File: config.mk
export PLATFORM = sky130hd
export DESIGN_NAME = time_counter
export DESIGN_NICKNAME = d
export VERILOG_FILES = /design/src/rtl/time_counter.sv
export SDC_FILE = /design/constraint.sdc
export NUM_CORES = 1
export LEC_CHECK = 0
export ABC_AREA = 0
export CAP_MARGIN = 40
export CORE_ASPECT_RATIO = 1.75
export CORE_UTILIZATION = 50
export DETAILED_ROUTE_END_ITERATION = 8
export GPL_ROUTABILITY_DRIVEN = 0
export PLACE_DENSITY = 0.83
export SYNTH_ARGS = -nofsm -noshare
export SYNTH_HDL_FRONTEND = slang
export SYNTH_SLANG_ARGS = --single-unit
File: constraint.sdc
create_clock -name clk_i -period 2.3 [get_ports clk_i]
set_clock_uncertainty 0.05 [all_clocks]
set_input_delay 0.46 -clock clk_i [delete_from_list [all_inputs] [get_ports clk_i]]
set_output_delay 0.46 -clock clk_i [all_outputs]
set_load 0.01 [all_outputs]
File: src/rtl/time_counter.sv
// Time-of-day register bank: BCD hours/minutes/seconds for the display drivers.
// Counts on the one-second tick in run mode; in set mode the time is frozen and each
// rising edge of the increment button steps the field chosen by the mode FSM.
module time_counter #(
   parameter int unsigned HOUR_MAX = 23
) (
   input  logic       clk_i,
   input  logic       rst_i,
   input  logic       tick_i,
   input  logic       inc_i,
   input  logic       ms_i,
   input  logic       mm_i,
   input  logic       mh_i,
   output logic [3:0] s_ones_o,
   output logic [2:0] s_tens_o,
   output logic [3:0] m_ones_o,
   output logic [2:0] m_tens_o,
   output logic [3:0] h_ones_o,
   output logic [1:0] h_tens_o,
   output logic       day_wrap_o
);

   localparam logic [4:0] HourMaxL = 5'(HOUR_MAX);

   logic [3:0] s_ones_q, s_ones_d;
   logic [2:0] s_tens_q, s_tens_d;
   logic [3:0] m_ones_q, m_ones_d;
   logic [2:0] m_tens_q, m_tens_d;
   logic [3:0] h_ones_q, h_ones_d;
   logic [1:0] h_tens_q, h_tens_d;
   logic       day_wrap_q, day_wrap_d;
   logic       inc_q;

   logic       run_mode;
   logic       inc_edge;
   logic       sec_last, min_last, hour_last;
   logic       step_sec, step_min, step_hour;
   logic [4:0] hour_val;

   assign run_mode = ~(ms_i | mm_i | mh_i);
   assign inc_edge = inc_i & ~inc_q;

   // ">=" keeps the fields self-correcting should a digit ever hold an out-of-range value.
   assign sec_last  = (s_tens_q >= 3'd5) && (s_ones_q >= 4'd9);
   assign min_last  = (m_tens_q >= 3'd5) && (m_ones_q >= 4'd9);
   assign hour_val  = ({3'b000, h_tens_q} * 5'd10) + {1'b0, h_ones_q};
   assign hour_last = (hour_val >= HourMaxL);

   // Decide which fields step this cycle: tick cascade in run mode, single field in set mode.
   always_comb begin
      step_sec   = 1'b0;
      step_min   = 1'b0;
      step_hour  = 1'b0;
      day_wrap_d = 1'b0;
      if (run_mode) begin
         step_sec   = tick_i;
         step_min   = tick_i & sec_last;
         step_hour  = tick_i & sec_last & min_last;
         day_wrap_d = tick_i & sec_last & min_last & hour_last;
      end else begin
         // mh > mm > ms when the FSM drives more than one select.
         step_hour = inc_edge & mh_i;
         step_min  = inc_edge & mm_i & ~mh_i;
         step_sec  = inc_edge & ms_i & ~mm_i & ~mh_i;
      end
   end

   // BCD next-state for seconds and minutes (wrap at 59, no carry out here).
   always_comb begin
      s_ones_d = s_ones_q;
      s_tens_d = s_tens_q;
      m_ones_d = m_ones_q;
      m_tens_d = m_tens_q;
      if (step_sec) begin
         if (sec_last) begin
            s_ones_d = 4'd0;
            s_tens_d = 3'd0;
         end else if (s_ones_q >= 4'd9) begin
            s_ones_d = 4'd0;
            s_tens_d = s_tens_q + 3'd1;
         end else begin
            s_ones_d = s_ones_q + 4'd1;
         end
      end
      if (step_min) begin
         if (min_last) begin
            m_ones_d = 4'd0;
            m_tens_d = 3'd0;
         end else if (m_ones_q >= 4'd9) begin
            m_ones_d = 4'd0;
            m_tens_d = m_tens_q + 3'd1;
         end else begin
            m_ones_d = m_ones_q + 4'd1;
         end
      end
   end

   // BCD next-state for hours; wrap compares the full two-digit value against HOUR_MAX.
   always_comb begin
      h_ones_d = h_ones_q;
      h_tens_d = h_tens_q;
      if (step_hour) begin
         if (hour_last) begin
            h_ones_d = 4'd0;
            h_tens_d = 2'd0;
         end else if (h_ones_q >= 4'd9) begin
            h_ones_d = 4'd0;
            h_tens_d = h_tens_q + 2'd1;
         end else begin
            h_ones_d = h_ones_q + 4'd1;
         end
      end
   end

   // State registers; inc_q resets high so a button held through reset gives no edge.
   always_ff @(posedge clk_i) begin
      if (rst_i) begin
         s_ones_q   <= 4'd0;
         s_tens_q   <= 3'd0;
         m_ones_q   <= 4'd0;
         m_tens_q   <= 3'd0;
         h_ones_q   <= 4'd0;
         h_tens_q   <= 2'd0;
         day_wrap_q <= 1'b0;
         inc_q      <= 1'b1;
      end else begin
         s_ones_q   <= s_ones_d;
         s_tens_q   <= s_tens_d;
         m_ones_q   <= m_ones_d;
         m_tens_q   <= m_tens_d;
         h_ones_q   <= h_ones_d;
         h_tens_q   <= h_tens_d;
         day_wrap_q <= day_wrap_d;
         inc_q      <= inc_i;
      end
   end

   assign s_ones_o   = s_ones_q;
   assign s_tens_o   = s_tens_q;
   assign m_ones_o   = m_ones_q;
   assign m_tens_o   = m_tens_q;
   assign h_ones_o   = h_ones_q;
   assign h_tens_o   = h_tens_q;
   assign day_wrap_o = day_wrap_q;

endmodule

Word level (Yosys, flattened, before mapping)
Index checks and enable logic that the tools add are counted.

$lt $le $gt $ge: 6. Reductions and logical operators: 9. Bitwise operators: 15. Add/subtract/negate cells: 7. $mul: 1. Multiplexer cells: 15.

Operators by type and width (number): $mux 4 (6); $add 4x1->4 const B (3); $ge 4x4->1 const B (3); $mux 3 (4); $and 1x1->1 (10); $add 3x1->3 const B (2); $ge 3x3->1 const B (2); $reduce_and 2->1 (3); $reduce_bool 2->1 (3); $add 5x4->5 (1); $ge 5x5->1 const B (1); $mul 2x3->4 const B (1); $mux 2 (2); $mux 1 (3); $not 1->1 (3); $add 2x1->2 const B (1); $logic_and 1x1->1 (2); $or 1x1->1 (2); $reduce_or 2->1 (1).

Output and inout port bits: 21. Logic and storage cells: 61. Register bits: 22. Bits of input ports: 7.

Logic depth before layout (Yosys ltp)
Depth in word-level cells: 7. Mapped depth: 7. Depth with buffers taken out: 7.

Least setup slack after synthesis
Ideal clock, no wire load.

Path type: register to register. Start point: register s_ones_q[0] (netlist: s_ones_o[0]). End point: register h_tens_q[1] (netlist: h_tens_o[1]). Cell stages (with the launch flop): 8. Path buffers: 0. Data required time: 2.180 ns. Period minus slack after synthesis: 2.121 ns. Setup time: 0.070 ns. Data arrival time: 2.001 ns. Path slack: 0.179 ns. Cells stage by stage: dfxtp_1 > inv_1 > ha_1 > or3b_2 > nand4_2 > o31a_1 > or4_1 > a21oi_1.

Word-level cells in the longest chain between the ends: 6.

Ends and longest elaborated chain: from (decl) (line 25) `logic [3:0] s_ones_q, s_ones_d;`; from (signal assigned) (line 127) `s_ones_q <= s_ones_d;`; $ge 4x4->1 (line 44) `assign sec_last = (s_tens_q >= 3'd5) && (s_ones_q >= 4'd9);`; $logic_and 1x1->1 (line 44); $and 1x1->1 (2 in series) (line 58) `step_hour = tick_i & sec_last & min_last;`; $mux 1 (line 55) `if (run_mode) begin`; $reduce_and 2->1 (no line); to (signal assigned) (line 132) `h_tens_q <= h_tens_d;`; to (decl) (line 30) `logic [1:0] h_tens_q, h_tens_d;`.

Every way passes these cells. A chain may end at the register's enable or synchronous reset.

Final worst setup path
Start point: input ms_i. End point: register h_tens_q[1] (netlist: h_tens_o[1]).

Word-level cells in the longest chain between the ends: 4.

Ends and longest elaborated chain: from (decl) (line 11) `input logic ms_i,`; $or 1x1->1 (2 in series) (line 40) `assign run_mode = ~(ms_i | mm_i | mh_i);`; $mux 1 (line 55); $reduce_and 2->1 (no line).

Every way passes these cells.

==> results.md <==
- The flow ran to the end, and the final reports show no timing, DRC or antenna violations.
- The initial utilization of the core area, before any placement, comes to a little over half.
- The critical path's largest stage delay is about 500 ps.
- The worst path in the final design needs a cycle of ~2200 ps, including I/O delays and setup.
- After detailed routing, the number of vias per cell comes to ~6.
- In the final layout, the share of cells above drive strength 1 is between 10% and 20%.
- With fillers left out, the area of the finished cells amounts to 1740 um^2.
- The slowest cell on the critical path is sky130_fd_sc_hd__or4_1.
- The wire-length estimate of the detail-placed layout is 2310 um.
- The clock input transition at the sequential cells of the worst setup and hold paths is roughly 80 ps.
- The share of the cycle needed by the critical path after routing is between 90% and 100%.
- Of the synthesized area, sequential elements account for approximately a third.
- The number of global-route vias before repair is between 1000 and 1500.
- At the later pin of the worst-skew pair, clock insertion delay measures ~260 ps.
- After detailed routing, the total wire length is ~3000 um.
- The fmax is 459 MHz.
- The hold violation total from the final report is 0.
- At the end of the flow, the number of nets in the layout was between 200 and 250.
- The worst setup path is captured at a flop.
- After layout, the worst setup slack is approximately 120 ps.
- TritonCTS built the clock tree.
- The count of synthesis-stage warnings from yosys is 0.
- At the pin with the least slew margin, the transition time is ~510 ps.
- Across the run, the number of max-cap violations was 0.
- The first-iteration detailed-routing DRC count is 19.
- The detail route stage leaves a number of antenna-violating nets equal to 0.
- Summing internal, switching and leakage power gives roughly 710 uW.
- The number of inserted filler cells in the final layout is approximately 220.
- Clock tree synthesis inserted a total of 3 buffers.
- The cell area after synthesis is 1340 um^2.
- The worst voltage drop across the vdd grid is ~0.3 mV.
- 28 I/O pins were placed.
- The pre-antenna-repair detailed-routing pass consisted of 4 iterations.
- Compared with the post-synthesis result, the final layout area differs by 30.0%.
- The maximum number of pins on one net before global-route repair is 24.
- In this design, the largest share of critical-path delay is due to simple AND/OR/NAND/NOR gates.
- The critical path arrival is 2320 ps.
- The critical path goes through clkdlybuf4s50_1, nor4b_4, nand4_2, o31a_1, or4_1, a21oi_1.
- The cell count after synthesis is 152.
- The worst min-delay path category is reg2reg.
- Port buffering added 27 buffers.
- Each instance of the synthesized netlist takes up on average around 8.8 um^2.
- The count of final max-slew check failures was 0.
- The number of distinct standard cells referenced by the synthesized netlist is 36.
- Setup repair after global routing left no endpoint under its margin.
- The static leakage is approximately 0.66 nW.
- The flop and latch count out of synthesis is 22.
- The overall fraction of global-route tracks in use is about a quarter.
- STA puts the critical path data required time at approximately 2400 ps.
- The number of antenna diodes in the final layout is 0.
- The buffer cell driving the clock tree root is sky130_fd_sc_hd__clkbuf_8.
- The element type at the critical path start is an input pin.
- The placed instances occupy a cell area of roughly 1700 um^2.
- The core region is approximately 2500 um^2.
- The total number of vias is approximately 1300.
- The number of setup buffers added after CTS is 0.
- The die height is 70.5 um.
- Counting every sink on the clock net gives 22.
- Along the worst path, the maximum fanout reaches 3.
- The die is just over 40 um wide.
- The global-route wire length before repair is 5040 um.
- The wire length per cell is around 14 um.
- Measured against its own limit, the worst slew margin works out to around two thirds.
- In the routed design, unresolved DRC markers number 0.
- The die area is 2900 um^2.
- Summed over all failing endpoints, the final setup total negative slack is 0 ps.
- The standard-cell row count is 24.
- Dividing total power by cell area gives a power density of between 400 and 500 nW/um^2.
- Post-CTS repair changed the size of 0 cells.
- The count of final setup violators is 0.
- CTS built an H-tree with a depth of 1.
- The setup check on the worst reg-to-reg path leaves a slack of roughly 150 ps.
- For this run the aggregate overflow at the end of global routing stands at 0.
- The initial antenna violation count came to 0.
- The start-to-end type of the worst setup path is in2reg.
- Hold repair after CTS inserted 0 buffers.
- The worst slack after detailed placement is -159 ps.
- The worst path buffer plus inverter count is 1.
- Synthesis produced a netlist with a net count of around 180.
- The maximum buffer depth of the clock tree is 2.
==> worst min-delay path, delay by kind of cell, from the launching register on <==
family / cells / cell delay, ps
AOI/OAI and AO/OA: 2 / 140
DFF: 1 / 340
==> final cells by class <==
class | count | area [um^2] | share of cell area (%)
clock buffer | 3 | 41.3 | 2.37
inverter | 10 | 37.5 | 2.16
multi-input combinational | 118 | 858 | 49.3
sequential | 22 | 440 | 25.3
tap | 26 | 32.5 | 1.87
timing repair buffer | 35 | 330 | 19.0
==> per-stage QoR <==
step / hold WS [ps] / cells / utilization [%]
final: 471 / 214 / 69.0
after global placement: 438 / 211 / 67.2
after global routing: 490 / 214 / 69.0
after floorplan: 452 / 152 / -
after detailed placement: 456 / 211 / 67.2
after CTS: 471 / 214 / 68.8
==> layout by cell type, fill, tap and decap left out, types with 2 or more instances in the layout <==
master	n
sky130_fd_sc_hd__nand4b_1	4
sky130_fd_sc_hd__o31a_1	3
sky130_fd_sc_hd__o31ai_1	3
sky130_fd_sc_hd__buf_4	8
sky130_fd_sc_hd__nor2_1	11
sky130_fd_sc_hd__a22oi_1	2
sky130_fd_sc_hd__a31oi_1	2
sky130_fd_sc_hd__clkdlybuf4s50_1	27
sky130_fd_sc_hd__ha_1	16
sky130_fd_sc_hd__nand3b_1	4
sky130_fd_sc_hd__or3b_2	2
sky130_fd_sc_hd__dfxtp_1	22
sky130_fd_sc_hd__nand2b_1	2
sky130_fd_sc_hd__nand3_1	7
sky130_fd_sc_hd__clkbuf_8	3
sky130_fd_sc_hd__a21oi_1	13
sky130_fd_sc_hd__or3_1	2
sky130_fd_sc_hd__o21ai_0	5
sky130_fd_sc_hd__nor3_1	3
sky130_fd_sc_hd__nor2b_1	2
sky130_fd_sc_hd__a211oi_1	4
sky130_fd_sc_hd__mux2i_1	2
sky130_fd_sc_hd__inv_1	10
sky130_fd_sc_hd__a41oi_1	3
sky130_fd_sc_hd__nand2_1	14
==> layer usage <==
layer	up-vias	track usage, %	wire, um
met5	-	0	0
met4	0	7.89	25
met3	2	2.86	72
met2	26	43.9	1670
met1	593	25.7	1270
li1	637	-	-
==> logic make-up after synthesis <==
| kind of cell | Yosys count | synth area share [%] |
|---|---|---|
| xor gates and xnor gates | 1 | 0.654 |
| and+or+nand+nor | 58 | 25.1 |
| buffers and inverters | 12 | 3.36 |
| adders and majority gates | 17 | 16.4 |
| DFF | 22 | 32.9 |
| AOI/OAI and AO/OA | 40 | 20.0 |
| muxes | 2 | 1.50 |
==> synthesized netlist by cell type <==
master,count,area (um^2)
sky130_fd_sc_hd__o211a_1,1,10.0
sky130_fd_sc_hd__or3b_2,2,17.5
sky130_fd_sc_hd__or4_2,1,8.76
sky130_fd_sc_hd__fa_1,1,20.0
sky130_fd_sc_hd__a211o_2,1,10.0
sky130_fd_sc_hd__nand3b_1,4,30.0
sky130_fd_sc_hd__xnor2_1,1,8.76
sky130_fd_sc_hd__dfxtp_1,22,440
sky130_fd_sc_hd__o31a_1,3,26.3
sky130_fd_sc_hd__nor3_1,3,15.0
sky130_fd_sc_hd__a211oi_1,4,30.0
sky130_fd_sc_hd__o31ai_1,4,30.0
sky130_fd_sc_hd__and2_0,1,6.26
sky130_fd_sc_hd__a41oi_1,3,26.3
sky130_fd_sc_hd__nand4_2,1,12.5
sky130_fd_sc_hd__o32ai_1,1,8.76
sky130_fd_sc_hd__clkbuf_1,2,7.51
sky130_fd_sc_hd__nand2_1,14,52.6
sky130_fd_sc_hd__ha_1,16,200
sky130_fd_sc_hd__nand4b_1,4,35.0
sky130_fd_sc_hd__a22oi_1,2,15.0
sky130_fd_sc_hd__or3_1,2,12.5
sky130_fd_sc_hd__a2bb2oi_1,1,8.76
sky130_fd_sc_hd__inv_1,10,37.5
sky130_fd_sc_hd__or4_1,1,7.51
sky130_fd_sc_hd__nor2_1,11,41.3
sky130_fd_sc_hd__nor2b_1,2,12.5
sky130_fd_sc_hd__and2_2,1,7.51
sky130_fd_sc_hd__or2_2,1,6.26
sky130_fd_sc_hd__mux2i_1,2,20.0
sky130_fd_sc_hd__a31oi_1,2,12.5
sky130_fd_sc_hd__a21oi_1,13,65.1
sky130_fd_sc_hd__nor4b_4,1,23.8
sky130_fd_sc_hd__o21ai_0,5,25.0
sky130_fd_sc_hd__nand3_1,7,35.0
sky130_fd_sc_hd__nand2b_1,2,12.5
==> power breakdown <==
part           total (mW)  internal [mW]  switching (mW)
Sequential          0.396          0.386          0.0101
Combinational      0.0756         0.0395          0.0361
Clock               0.234          0.117           0.118
Total               0.706          0.542           0.164
==> flip-flops by register name (all words and copies together), names as in the netlist <==
register,count
m_tens_o,3
m_ones_o,4
s_ones_o,4
h_tens_o,2
s_tens_o,3
inc_q,1
h_ones_o,4
day_wrap_o,1
==> path summary, 6_finish.rpt <==
kind | cells after the start | start | end
hold / removal | 2 | s_tens_o[2] | s_tens_o[2]
setup reg to reg | 6 | h_ones_o[2] | h_ones_o[2]
hold reg to reg | 2 | s_tens_o[2] | s_tens_o[2]
setup / recovery | 6 | ms_i | h_tens_o[1]
Power figures use the tool's default switching activity.
